## src/rtl/avalon_master_sequencer.sv

```systemverilog
// avalon_master_sequencer: single-outstanding Avalon-MM master for a 16x8-bit register slave.
// Optional feature: define AVM_MASTER_READBACK_EN to verify every write with a readback.
module avalon_master_sequencer #(
    parameter int READ_LATENCY = 3
) (
    input  logic       clk,
    input  logic       reset,
    input  logic       cmd_valid,
    output logic       cmd_ready,
    input  logic       cmd_write,
    input  logic [3:0] cmd_address,
    input  logic [7:0] cmd_wdata,
    output logic       rsp_valid,
    output logic [7:0] rsp_rdata,
    output logic       rsp_error,
    output logic [3:0] master_address,
    output logic       master_read,
    output logic       master_write,
    output logic [7:0] master_writedata,
    output logic       master_byteenable,
    input  logic [7:0] master_readdata
);
    localparam logic [2:0] IDLE = 3'd0, WR = 3'd1, RD = 3'd2, WAIT = 3'd3, RSP = 3'd4;
    localparam logic [3:0] LAT_M1 = 4'(READ_LATENCY - 1);
    logic [2:0] state;
    logic [3:0] cnt, addr_q;
    logic [7:0] wdata_q;
    logic       write_q, accept;
    assign accept = cmd_valid & cmd_ready;
    // State leads the registered bus/response outputs by one cycle.
    always_ff @(posedge clk or posedge reset) begin
        if (reset) begin
            state   <= IDLE;
            cnt     <= '0;
            addr_q  <= '0;
            wdata_q <= '0;
            write_q <= 1'b0;
        end else begin
            case (state)
                IDLE: if (accept) begin
                    addr_q  <= cmd_address;
                    wdata_q <= cmd_wdata;
                    write_q <= cmd_write;
                    state   <= cmd_write ? WR : RD;
                end
`ifdef AVM_MASTER_READBACK_EN
                WR: state <= RD;
`else
                WR: state <= RSP;
`endif
                RD: begin
                    cnt   <= LAT_M1;
                    state <= WAIT;
                end
                WAIT: begin
                    cnt <= cnt - 4'd1;
                    if (cnt == 4'd0) state <= RSP;
                end
                RSP: state <= IDLE;
                default: state <= IDLE;
            endcase
        end
    end
    always_ff @(posedge clk or posedge reset) begin
        if (reset) begin
            cmd_ready         <= 1'b0;
            rsp_valid         <= 1'b0;
            rsp_rdata         <= '0;
            master_address    <= '0;
            master_read       <= 1'b0;
            master_write      <= 1'b0;
            master_writedata  <= '0;
            master_byteenable <= 1'b0;
`ifdef AVM_MASTER_READBACK_EN
            rsp_error         <= 1'b0;
`endif
        end else begin
            cmd_ready         <= (state == IDLE) && !accept;
            rsp_valid         <= state == RSP;
            master_read       <= state == RD;
            master_write      <= state == WR;
            master_byteenable <= (state == WR) || (state == RD);
            if ((state == WR) || (state == RD)) master_address <= addr_q;
            if (state == WR) master_writedata <= wdata_q;
            // RSP coincides with the cycle the slave presents readdata.
            if (state == RSP) begin
`ifdef AVM_MASTER_READBACK_EN
                rsp_rdata <= master_readdata;
                rsp_error <= write_q && (master_readdata != wdata_q);
`else
                rsp_rdata <= write_q ? 8'd0 : master_readdata;
`endif
            end
        end
    end
`ifndef AVM_MASTER_READBACK_EN
    assign rsp_error = 1'b0;
`endif
endmodule
```

## config.mk

```make
export PLATFORM = sky130hd
export DESIGN_NAME = avalon_master_sequencer
export DESIGN_NICKNAME = d
export VERILOG_FILES = /design/src/rtl/avalon_master_sequencer.sv
export SDC_FILE = /design/constraint.sdc
export NUM_CORES = 1
export LEC_CHECK = 0
export CAP_MARGIN = 20
export CORE_AREA = 10 10 62 114
export DETAILED_ROUTE_END_ITERATION = 7
export DIE_AREA = 0 0 72 124
export PLACE_DENSITY = 0.72
export SLEW_MARGIN = 20
export SYNTH_ARGS = -nofsm -noshare
export SYNTH_HDL_FRONTEND = slang
export SYNTH_SLANG_ARGS = --single-unit
```

## constraint.sdc

```tcl
create_clock -name clk -period 1.9 [get_ports clk]
set_input_delay 0.57 -clock clk [delete_from_list [all_inputs] [get_ports clk]]
set_output_delay 0.57 -clock clk [all_outputs]
set_load 0.02 [all_outputs]
```

==> results.rst <==
.. list-table::
   :header-rows: 1

   * - Metric
     - Value
   * - Cell types with the largest area share after synthesis
     - sky130_fd_sc_hd__dfrtp_1 (60%), sky130_fd_sc_hd__mux2_2 (14%), sky130_fd_sc_hd__nand2b_1 (3.4%), sky130_fd_sc_hd__buf_6 (3.0%), sky130_fd_sc_hd__nand2_1 (2.2%)
   * - Cell count after synthesis
     - approximately 140
   * - Core Rows
     - 37
   * - Starting density of the core
     - 0.360
   * - Number of top-level pins
     - 50
   * - Post-DRT Antenna Nets
     - 0
   * - Number of standard cells in the final layout excluding fillers
     - 249
   * - Shortest clock period the worst path allows after layout
     - 1.84 ns
   * - Floorplan Core Area
     - 5180 um^2
   * - Proportion of synthesized area in mux cells
     - 0.151
   * - Setup slack of the worst register-to-register path
     - 0.30 ns
   * - Least setup slack across all paths after layout
     - about 0.063 ns
   * - Ratio of final minimum period to clock period
     - 0.967
   * - Number of buffers on the longest clock path
     - 2
   * - Launching element of the worst setup path
     - master_address[0]
   * - Result of the run
     - complete, no violations
   * - Number of nets produced by synthesis
     - 165
   * - Number of nets in the layout
     - roughly 220
   * - Adder-cell share of the synthesized area
     - 0.0134
   * - Routability-driven placement congestion ratio
     - 0.700
   * - Area share of the leading cell type in the synthesized netlist
     - 0.603
   * - Die Height
     - 124 um
   * - Worst Setup End Kind
     - output pin
   * - Total number of cells along the worst setup path
     - 1
   * - Element type at the critical path start
     - register
   * - Global-route wire length before repair
     - 6090 um
   * - Fin util
     - 0.482
   * - Layout filler cell count
     - 482
   * - Crit-path cells
     - clkdlybuf4s50_1
   * - Detailed Routing Iterations Pass 1
     - 4
   * - Count of buffering cells on the critical path with inverters included
     - 1
   * - Via density per instance
     - 4.71
   * - Later-pin clock latency in the skew report
     - between 0.2 and 0.3 ns
   * - Count of unresolved DRC violations after routing
     - 0
   * - Async set-or-reset flop fraction in the synthesized netlist
     - 1.00
   * - Number of buffers inserted by post-CTS setup repair
     - 0
   * - Start of the worst register-to-register path
     - state[0]
   * - Vias in the first global route
     - 1,251
   * - Number of buffers inserted by hold repair at cts
     - 0
   * - Instance count after placement with tap cells included
     - 241
   * - Inserted Clock Buffers
     - 5
   * - Violation count after the first detailed-route iteration
     - 35
   * - Standard cell with the maximum stage delay on the critical path
     - sky130_fd_sc_hd__clkdlybuf4s50_1
   * - Capture instance of the worst register-to-register path
     - rsp_rdata[0]
   * - P&R area growth vs syn
     - 33.8%
   * - Largest family of logic cells by synthesized area
     - multiplexers
   * - Number of register bits inferred by synthesis
     - 45
   * - Number of synthesized flops with an enable pin
     - 0
   * - Areal power density over the cells
     - 1650 nW/um^2
   * - Worst-case clock skew
     - about 0.0070 ns
   * - Worst stage delay on the critical path
     - 0.61 ns
   * - Antenna violations before repair
     - 0
   * - Xor/xnor share of the synthesized area
     - 0.00469
   * - Slew Viols, Final
     - 0
   * - Maximum net fanout on the critical path
     - 2
   * - Detailed Place HPWL
     - 2830 um
   * - Number of warnings printed during yosys synthesis
     - 0
   * - Most common flop cell mapped by yosys
     - sky130_fd_sc_hd__dfrtp_1
   * - Aggregate global routing overflow
     - 0
   * - Cell area after synthesis
     - 1870 um^2
   * - Simple-gate portion of the synthesized area
     - 0.115
   * - Max-Cap Viols
     - 0
   * - Number of buffers added on ports
     - 48
   * - Combined area of the multi-input logic cells
     - 654 um^2
   * - Routed length per instance
     - around 15 um
   * - CTS tree
     - built
   * - Slew @ Worst Pin
     - 0.536 ns
   * - H-tree Lvls
     - 2
   * - Startpoint-to-endpoint class of the critical path
     - register to output pin
   * - Synth cell types
     - 29
   * - Final setup vio count
     - 0
   * - Unrepaired setup endpoints after global routing
     - false
   * - LEAKAGE
     - 1.08 nW
   * - Pre-CTS setup slack
     - -0.120 ns
   * - CTS sink count
     - 45
   * - Compound-Gate Fraction of Synth Area
     - 0.0650
   * - ANT cells
     - 0
   * - Final Hold Viols
     - 0
   * - Dominant cell by count in the synthesized netlist
     - sky130_fd_sc_hd__dfrtp_1
   * - Post-Syn Area per Cell
     - 13.4 um^2
   * - Overall routing resource usage
     - 0.0859
   * - Required @ worst endpoint
     - 1.33 ns
   * - Max transition margin
     - 0.643
   * - Clock-pin slew on the worst setup and hold paths
     - 0.09 ns
   * - End of the critical path
     - master_address[0]
   * - Total of cells resized after clock tree synthesis
     - 0
   * - Die ar.
     - 8930 um^2
   * - Area of all sequential standard cells
     - roughly 1100 um^2
   * - Worst endpoint data arrival time
     - ~1.3 ns
   * - Fmax
     - 0.544 GHz
   * - Worst path top cell family by delay
     - buffers and inverters
   * - Leading area contributor after synthesis
     - sky130_fd_sc_hd__dfrtp_1
   * - IR Drop Worst-Case VDD
     - 0.824 mV
   * - Total number of vias
     - about 1.2k
   * - Share of post-route cells with drive strength above 1
     - 0.215
   * - Worst Reg-to-Reg Cells
     - 3
   * - Total wire length
     - 3700 um
   * - Proportion of synthesized chip area in sequential cells
     - 0.603
   * - Maximum number of pins on one net before global-route repair
     - 33
   * - CTS root buffer
     - sky130_fd_sc_hd__clkbuf_8
   * - Die outline width
     - 72 um
   * - WHS Path Cells
     - 2
   * - Most frequent cells after synthesis
     - sky130_fd_sc_hd__dfrtp_1 (45), sky130_fd_sc_hd__mux2_2 (24), sky130_fd_sc_hd__nand2_1 (11), sky130_fd_sc_hd__nand2b_1 (10), sky130_fd_sc_hd__o21ai_1 (7)
   * - Hold/Removal Path Class
     - register to register
-- sequential cells by signal, indices dropped and copies added, names as in the netlist --
signal,count
master_read,1
rsp_rdata,8
master_address,4
master_writedata,8
cnt,4
master_byteenable,1
rsp_valid,1
master_write,1
addr_q,4
cmd_ready,1
wdata_q,8
write_q,1
state,3
-- metrics by stage --
| step | hold slack [ns] | power, W | cell area, um^2 | TNS [ns] |
|---|---|---|---|---|
| 6_report | 0.485 | 0.00411 | 2500 | 0 |
| 5_1_grt | 0.525 | 0.00442 | 2500 | 0 |
| 4_1_cts | 0.495 | 0.00420 | 2490 | 0 |
| 3_5_place_dp | 0.475 | 0.00358 | 2400 | -1.50 |
| 3_3_place_gp | 0.459 | 0.00352 | 2400 | -1.29 |
| 2_1_floorplan | 0.452 | 0.00286 | 1870 | 0 |
-- how the worst min path moves through the flow --
stage | from | endpoint | slack, ns
floorplan | wdata_q[1] | wdata_q[1] | 0.45
global placement | rsp_rdata[0] | rsp_rdata[0] | 0.46
detailed placement | rsp_rdata[1] | rsp_rdata[1] | 0.48
CTS | wdata_q[1] | wdata_q[1] | 0.49
global route | rsp_rdata[7] | rsp_rdata[7] | 0.52
finish | rsp_rdata[0] | rsp_rdata[0] | 0.49
-- cells by family after synthesis --
family                     Yosys count
AOI/OAI and AO/OA                   19
adders and majority gates            2
other                                1
and+or+nand+nor                     35
buffers and inverters               11
xor gates and xnor gates             1
DFF                                 45
muxes                               25
-- metal layers --
| metal | vias to the layer above | GRT usage | wire length, um |
|---|---|---|---|
| li1 | 576 | - | - |
| met1 | 564 | 0.0887 | 1430 |
| met2 | 28 | 0.146 | 1970 |
| met3 | 5 | 0.0263 | 210 |
| met4 | 0 | 0.0547 | 91 |
| met5 | - | 0 | 0 |
-- cell type report --
cell class / instances / share of cell area
clock buffers: 6 / 0.0331
clock inverters: 2 / 0.00551
inverters: 4 / 0.00601
multi-input cells: 83 / 0.262
flip-flops and latches: 45 / 0.451
well taps: 58 / 0.0291
repair buffers: 51 / 0.213
-- report_power, final --
part	internal (W)	switching [W]
registers	0.00141	0.000307
clock network	0.000295	0.000311
logic	0.000979	0.000813
-- layout by cell type, fill, tap and decap left out, drive strengths merged, types with 2 or more instances in the layout --
cell type	netlist	layout
o21ai	11	11
nand2b	10	10
clkbuf	0	6
mux2	25	25
dlymetal6s2s	0	2
nand2	11	11
ha	2	2
clkinv	0	2
a31oi	2	2
dfrtp	45	45
inv	4	4
buf	7	3
nor2b	3	3
nor2	4	4
nand3	2	2
o31ai	2	2
clkdlybuf4s50	0	46
Note: power is estimated with default switching activity, not from simulation.
